[config.mk]
export PLATFORM = sky130hd
export DESIGN_NAME = router_bus_rr_arbiter
export DESIGN_NICKNAME = d
export VERILOG_FILES = /design/src/rtl/router_bus_rr_arbiter.sv
export SDC_FILE = /design/constraint.sdc
export NUM_CORES = 1
export LEC_CHECK = 0
export ABC_AREA = 1
export CAP_MARGIN = 20
export CORE_UTILIZATION = 40
export CTS_CLUSTER_SIZE = 20
export DETAILED_ROUTE_END_ITERATION = 6
export DONT_BUFFER_PORTS = 1
export PLACE_DENSITY = 0.59
export SYNTH_ARGS = -nofsm -noshare
export SYNTH_HDL_FRONTEND = slang
export SYNTH_SLANG_ARGS = --single-unit
[constraint.sdc]
create_clock -name clk -period 2.96 [get_ports clk]
set_input_delay 0.592 -clock clk [delete_from_list [all_inputs] [get_ports clk]]
set_output_delay 0.592 -clock clk [all_outputs]
set_load 0.01 [all_outputs]
[src/rtl/router_bus_rr_arbiter.sv]
// Round-robin arbiter: pops one packet from an eligible port and holds it in a registered output slot.
// One cycle from eligible to out_valid, at most one packet every 2 cycles; the slot holds until out_ready.
module router_bus_rr_arbiter #(
    parameter int PCKG_SZ = 40,
    parameter int N_PORTS = 4,
    parameter int IDX_W   = (N_PORTS > 1) ? $clog2(N_PORTS) : 1
) (
    input  logic                       clk,
    input  logic                       reset,
    input  logic [N_PORTS-1:0]         port_en,
    input  logic [N_PORTS-1:0]         pndng,
    input  logic [N_PORTS*PCKG_SZ-1:0] data_out,
    output logic [N_PORTS-1:0]         pop,
    output logic                       out_valid,
    output logic [PCKG_SZ-1:0]         out_data,
    output logic [IDX_W-1:0]           out_src,
    input  logic                       out_ready,
    output logic [15:0]                grant_cnt
);

    typedef enum logic {
        IDLE = 1'b0,
        SEND = 1'b1
    } state_t;

    state_t                   state;
    state_t                   state_nxt;
    logic [N_PORTS-1:0]       pndng_q;
    logic [N_PORTS-1:0]       elig;
    logic [2*N_PORTS-1:0]     elig_dbl;
    logic [N_PORTS-1:0]       elig_rot;
    logic [IDX_W-1:0]         last_grant;
    logic [IDX_W-1:0]         sel;
    logic                     any_elig;
    int                       offset;
    logic [PCKG_SZ-1:0]       sel_data;
    logic                     take;
    logic                     done;

    // Requiring pending in two consecutive samples guarantees pop only follows a registered pndng.
    assign elig     = pndng & pndng_q & port_en;
    assign elig_dbl = {elig, elig};
    assign elig_rot = N_PORTS'(elig_dbl >> (int'(last_grant) + 1));

    always_comb begin
        any_elig = |elig_rot;
        offset   = 0;
        for (int k = N_PORTS - 1; k >= 0; k--) begin
            if (elig_rot[k]) begin
                offset = k;
            end
        end
        sel = IDX_W'((int'(last_grant) + 1 + offset) % N_PORTS);
    end

    always_comb begin
        sel_data = '0;
        for (int i = 0; i < N_PORTS; i++) begin
            if (IDX_W'(i) == sel) begin
                sel_data = data_out[i*PCKG_SZ +: PCKG_SZ];
            end
        end
    end

    assign take = (state == IDLE) && any_elig;
    assign done = (state == SEND) && out_ready;

    always_ff @(posedge clk or posedge reset) begin
        if (reset) begin
            state <= IDLE;
        end else begin
            state <= state_nxt;
        end
    end

    always_comb begin
        state_nxt = state;
        case (state)
            IDLE: if (any_elig)  state_nxt = SEND;
            SEND: if (out_ready) state_nxt = IDLE;
        endcase
    end

    always_comb begin
        pop = '0;
        if (state == IDLE && any_elig) begin
            pop[sel] = 1'b1;
        end
    end

    // A packet held at reset is dropped: its source has already popped it.
    always_ff @(posedge clk or posedge reset) begin
        if (reset) begin
            pndng_q    <= '0;
            out_valid  <= 1'b0;
            out_data   <= '0;
            out_src    <= '0;
            grant_cnt  <= '0;
            last_grant <= IDX_W'(N_PORTS - 1);
        end else begin
            pndng_q <= pndng;
            if (take) begin
                out_valid  <= 1'b1;
                out_data   <= sel_data;
                out_src    <= sel;
                last_grant <= sel;
            end else if (done) begin
                out_valid <= 1'b0;
                grant_cnt <= grant_cnt + 16'd1;
            end
        end
    end

endmodule

**After elaboration in Yosys (flattened, before gate mapping)**

Cells that the tools add are included.

- Add/sub/neg operators: 3
- $lt $le $gt $ge: 2
- Equal/unequal tests: 3
- Shifts and indexed selects: 1
- Mux-type cells: 16
- Bitwise logic cells: 4
- Reductions and logical operators: 7

Operators by type and width:

| operator | number |
|---|---|
| two-way mux 40 bit | 4 |
| adder 16 x 1 -> 16 bit, second input constant | 1 |
| AND 4 bit | 2 |
| two-way mux 2 bit | 4 |
| right shift 8 x 3 -> 4 bit | 1 |
| two-way mux 1 bit | 5 |
| equality test 2 bit, first input constant | 2 |
| two-way mux 4 bit | 1 |
| OR reduction 4 bit | 1 |
| adder 2 x 1 -> 3 bit, second input constant | 1 |
| logical AND 1 bit | 3 |
| less-than comparator 2 x 3 -> 1 bit, second input constant | 1 |
| adder 2 bit | 1 |
| demux 1 bit (select 2 bit) | 1 |
| equality test 1 x 2 -> 1 bit, first input constant | 1 |
| >= comparator 2 x 1 -> 1 bit, second input constant | 1 |
| zero test 2 bit | 1 |
| inverter 1 bit | 2 |
| case mux 1 bit (2 select lines) | 1 |
| AND reduction 2 bit | 1 |
| nonzero test 2 bit | 1 |

- Flip-flop bits (word level): 66
- Input port bits: 171
- Output and inout port bits: 63

**Longest topological paths before layout**

Gate-level depths: netlist of run 1.

- Depth in word-level cells: 13
- Depth in mapped cells: 20

**Worst setup path after synthesis of run 1**

OpenSTA, ideal clock, no wires.

- Kind: reg-to-output
- Start: register last_grant[0]
- End: output port pop[3]
- Data arrival time: 2285 ps
- Required time: 2368 ps
- Slack: 83 ps
- Stages on the path, launching flop included: 18
- Cell sequence: dfstp_2 -> buf_4 -> inv_4 -> nand2_1 -> nand2_1 -> nand2_1 -> nand2_1 -> a31oi_1 -> nor2_1 -> ha_1 -> xnor2_2 -> inv_2 -> nand3_2 -> nand2_4 -> nand2_2 -> buf_6 -> buf_6 -> nor2_1

- Word-level cells in the longest chain between the ends: 12

RTL lines:

| element | line | RTL |
|---|---|---|
| start: declaration | 32 | `logic [IDX_W-1:0] last_grant;` |
| start signal: assignment | 99 | `last_grant <= IDX_W'(N_PORTS - 1);` |
| start signal: assignment | 106 | `last_grant <= sel;` |
| adder 2 x 1 -> 3 bit * | 53 | `sel = IDX_W'((int'(last_grant) + 1 + offset) % N_PORTS);` |
| right shift 8 x 3 -> 4 bit | 43 | `assign elig_rot = N_PORTS'(elig_dbl >> (int'(last_grant) + 1));` |
| two-way mux 2 bit (4 in a row) | 49 | `if (elig_rot[k]) begin` |
| adder 2 bit | 53 |  |
| less-than comparator 2 x 3 -> 1 bit (not written as such) or >= comparator 2 x 1 -> 1 bit (tied branches) | 87 | `pop[sel] = 1'b1;` |
| logical AND 1 bit (not written as such) | 87 |  |
| two-way mux 1 bit (not written as such) | 87 |  |
| demux 1 bit (select 2 bit) | 87 |  |
| two-way mux 4 bit * | 86 | `if (state == IDLE && any_elig) begin` |
| end: declaration | 13 | `output logic [N_PORTS-1:0] pop,` |

Mark *: on every way between the ends. The rest lies on a longest branch, timed or not.

**Worst setup path in the final report of run 1**

- Start: register last_grant[0]
- End: output port pop[0]

Same word-level chain as after synthesis.

==> results of run 1 <==
-- cell type report --
cell class,instances,share of cell area
flip-flops and latches,66,0.360
repair buffers,27,0.0522
clock buffers,9,0.0269
clock inverters,7,0.0169
well taps,133,0.0362
multi-input cells,440,0.451
inverters,69,0.0569
-- cell usage in the layout, fill, tap and decap left out --
master and count:
a31oi_1 1, nor2_2 4, dfstp_2 2, nand3_4 1, nor3_2 2, clkinv_2 1
xnor2_2 2, buf_12 3, nand4_1 14, xor2_1 9, a21oi_1 1, ha_2 1
nand2_2 6, nor2_4 3, dfrtp_1 64, o21ai_1 5, clkinvlp_4 1, xnor2_1 5
nand3_1 73, bufinv_16 1, clkbuf_8 9, clkinv_4 2, nor3_1 3, nand2_4 1
inv_2 4, inv_4 1, ha_1 1, o21ai_0 61, nor2_1 11, inv_6 2
nand2_1 232, buf_4 24, inv_1 64, or2_2 4
-- kinds of logic after synthesis --
kind of cell | count (synthesis) | synth area share
simple gates | 352 | 0.364
flops | 66 | 0.404
compound gates | 68 | 0.0834
buf+inv | 102 | 0.105
xor+xnor | 16 | 0.0379
fa+ha+maj | 2 | 0.00611
-- path summary, 6_finish.rpt --
| check | endpoint | cells after the start | slack, ps | from |
|---|---|---|---|---|
| min reg2reg | grant_cnt[15] | 1 | 550 | grant_cnt[15] |
| max reg2reg | out_data[34] | 20 | 170 | last_grant[0] |
| max in group asynchronous | out_data[9] | 2 | 1940 | reset |
| min in group clk | pndng_q[1] | 0 | 280 | pndng[1] |
| max | pop[0] | 14 | 20 | last_grant[0] |
| min | grant_cnt[14] | 1 | 260 | reset |
-- Yosys cell counts, drive strengths merged --
library cell and number:
nor3 5, ha 2, inv 69, dfrtp 64, xnor2 7, nand3 74, nand2 238, or2 4
nand4 14, clkbuf 17, buf 16, xor2 9, dfstp 2, o21ai 66, nor2 17, a21oi 1
a31oi 1
-- per-layer routing --
layer  vias up  track usage  share of wire  routed length, um
li1       1921            -              -                  -
met1      1844        0.254           0.40               4660
met2       159        0.375           0.51               6020
met3        22       0.0569          0.068                806
met4         0        0.107          0.025                293
met5         -            0              0                  0
-- through the flow --
| step | TNS [ps] | instance area (um2) | utilization |
|---|---|---|---|
| after CTS | 0 | 4570 | 0.463 |
| after global routing | -286 | 4600 | 0.466 |
| after detailed placement | 0 | 4270 | 0.433 |
| final | 0 | 4600 | 0.466 |
| after global placement | 0 | 4270 | 0.433 |
| after floorplan | 0 | 4090 | - |
-- what timing repair did --
item | 4_1_cts | 5_1_grt
endpoints found under the setup margin | 4 | 8
resized for setup | 9 | 2
cloned | 2 | 0
pin swaps | 5 | 4
buffers inserted | 6 | 3
-- sequential cells by signal (all words and copies together) (netlist names) --
signal / count
last_grant: 2
out_valid: 1
grant_cnt: 16
out_src: 2
pndng_q: 4
out_data: 40
state: 1
==> out/metrics.yaml, run 1 <==
die-area_um2: 10600
crit_type: "register to output pin"
postSynthAreaPerCell_um2: 6.76
fillers: 1008
yosysTopAreaCellShare: 0.391
cts_tree: "built"
drtIter0Drc: 120
grt_use_total: 0.219
syn-cell-area_um2: 4090
dr.pass1.iters: 4
hold_viol_final: 0
hpwl_mm: 8.76
critical_path_buf_inv_count: 3
cts_max_level: 3
cts_buffer_depth: 2
ys_warn_count: 0
drive_gt1_frac: 0.120
cpPeakStageDelay_ps: 620
fin_skew_ps: 4.97
cp-end-kind: "output pin"
rsz0062_at_grt: "true"
path_cells: "inv_4, nand2_1, nand2_1, nand2_1, nand2_1, a31oi_1, nor2_1, ha_2, xnor2_2, inv_2, nand3_4, nand2_4, nor3_2, buf_4"
clock_sinks: 66
layoutNonFillerInstCount: 751
die_h_um: 103
multi_input_area_um2: 2070
finalWorstSetupSlack_ps: 19.8
register_area_um2: 1650
coreArea_um2: 9860
clk_latency_ps: 340
drt-wirelength-per-cell_um: 15.7
path_max_fanout: 7
cp.required_ps: 2370
clkTransAtPathRegs_ps: 80
synthToLayoutAreaGrowth_pct: 12.3
crit_family: "flip-flops"
num_rows: 36
start_kind: "register"
grt_pass1_vias: 3642
cp_slowest_cell: "dfstp_2"
grt.overflow.total: 0
placed_cells: 724
maxSlewHeadroom: 0.495
syn-num-nets: 779
place_congestion: 0.938
port_buffers: 0
grt_first_pass_wirelength_mm: 17.4
hold_slack_ps: 262
start_util: 0.415
synth_area_leaders: "dfrtp_1, nand2_1, nand3_1, o21ai_0, inv_1"
grt_start_max_net_pins: 43
drt-vias-per-instance: 5.25
routed_wl_mm: 11.8
setup_viol: 0
die_w_um: 103
diodes: 0
maxCapViolations: 0
nets: 786
crit_arrival_ps: 2350
status: "completed"
synth-seq-cells: 66
synthCells: 606
cts_root_buf: "clkbuf_8"
place_ws_ps: 114
route.detailed.drc: 0
yosys.area.top_type: "dfrtp_1"
yosysSeqAreaShare: 0.404
fmax_ghz: 0.340
path_common_cell: "nand2_1"
numCtsBuffers: 9
slew_viol_final: 0
layout_min_cycle_time_ps: 2940
hold_class: "primary input to async pin"
antenna_found_initial: 0
tightest_slew_ps: 756
num_vias: 3946
synth.distinct_cells: 29
ctsHoldBuffers: 0
drtAntennaViolNets: 0
io_pins: 234
timing.final.crit_share: 0.993
Power of run 1 is not shown: default switching activity piles up to over one toggle a cycle in this logic, so the estimate is an artifact.
==> run 2, diff against run 1 <==
--- a/config.mk
+++ b/config.mk
@@ -11,6 +11,7 @@
 export CTS_CLUSTER_SIZE = 20
 export DETAILED_ROUTE_END_ITERATION = 6
 export DONT_BUFFER_PORTS = 1
+export GPL_ROUTABILITY_DRIVEN = 0
 export PLACE_DENSITY = 0.59
 export SYNTH_ARGS = -nofsm -noshare
 export SYNTH_HDL_FRONTEND = slang
==> results of run 2 <==
The final DEF is identical to that of run 1; final timing and power are the same.
Power of run 2 is left out for the same reason.
==> run 3, diff against run 2 <==
--- a/config.mk
+++ b/config.mk
@@ -6,6 +6,7 @@
 export NUM_CORES = 1
 export LEC_CHECK = 0
 export ABC_AREA = 1
+export ABC_CLOCK_PERIOD_IN_PS = 2960
 export CAP_MARGIN = 20
 export CORE_UTILIZATION = 40
 export CTS_CLUSTER_SIZE = 20
==> results of run 3 <==
The final DEF is identical to that of run 1; final timing and power are the same.
Power of run 3 is left out for the same reason.
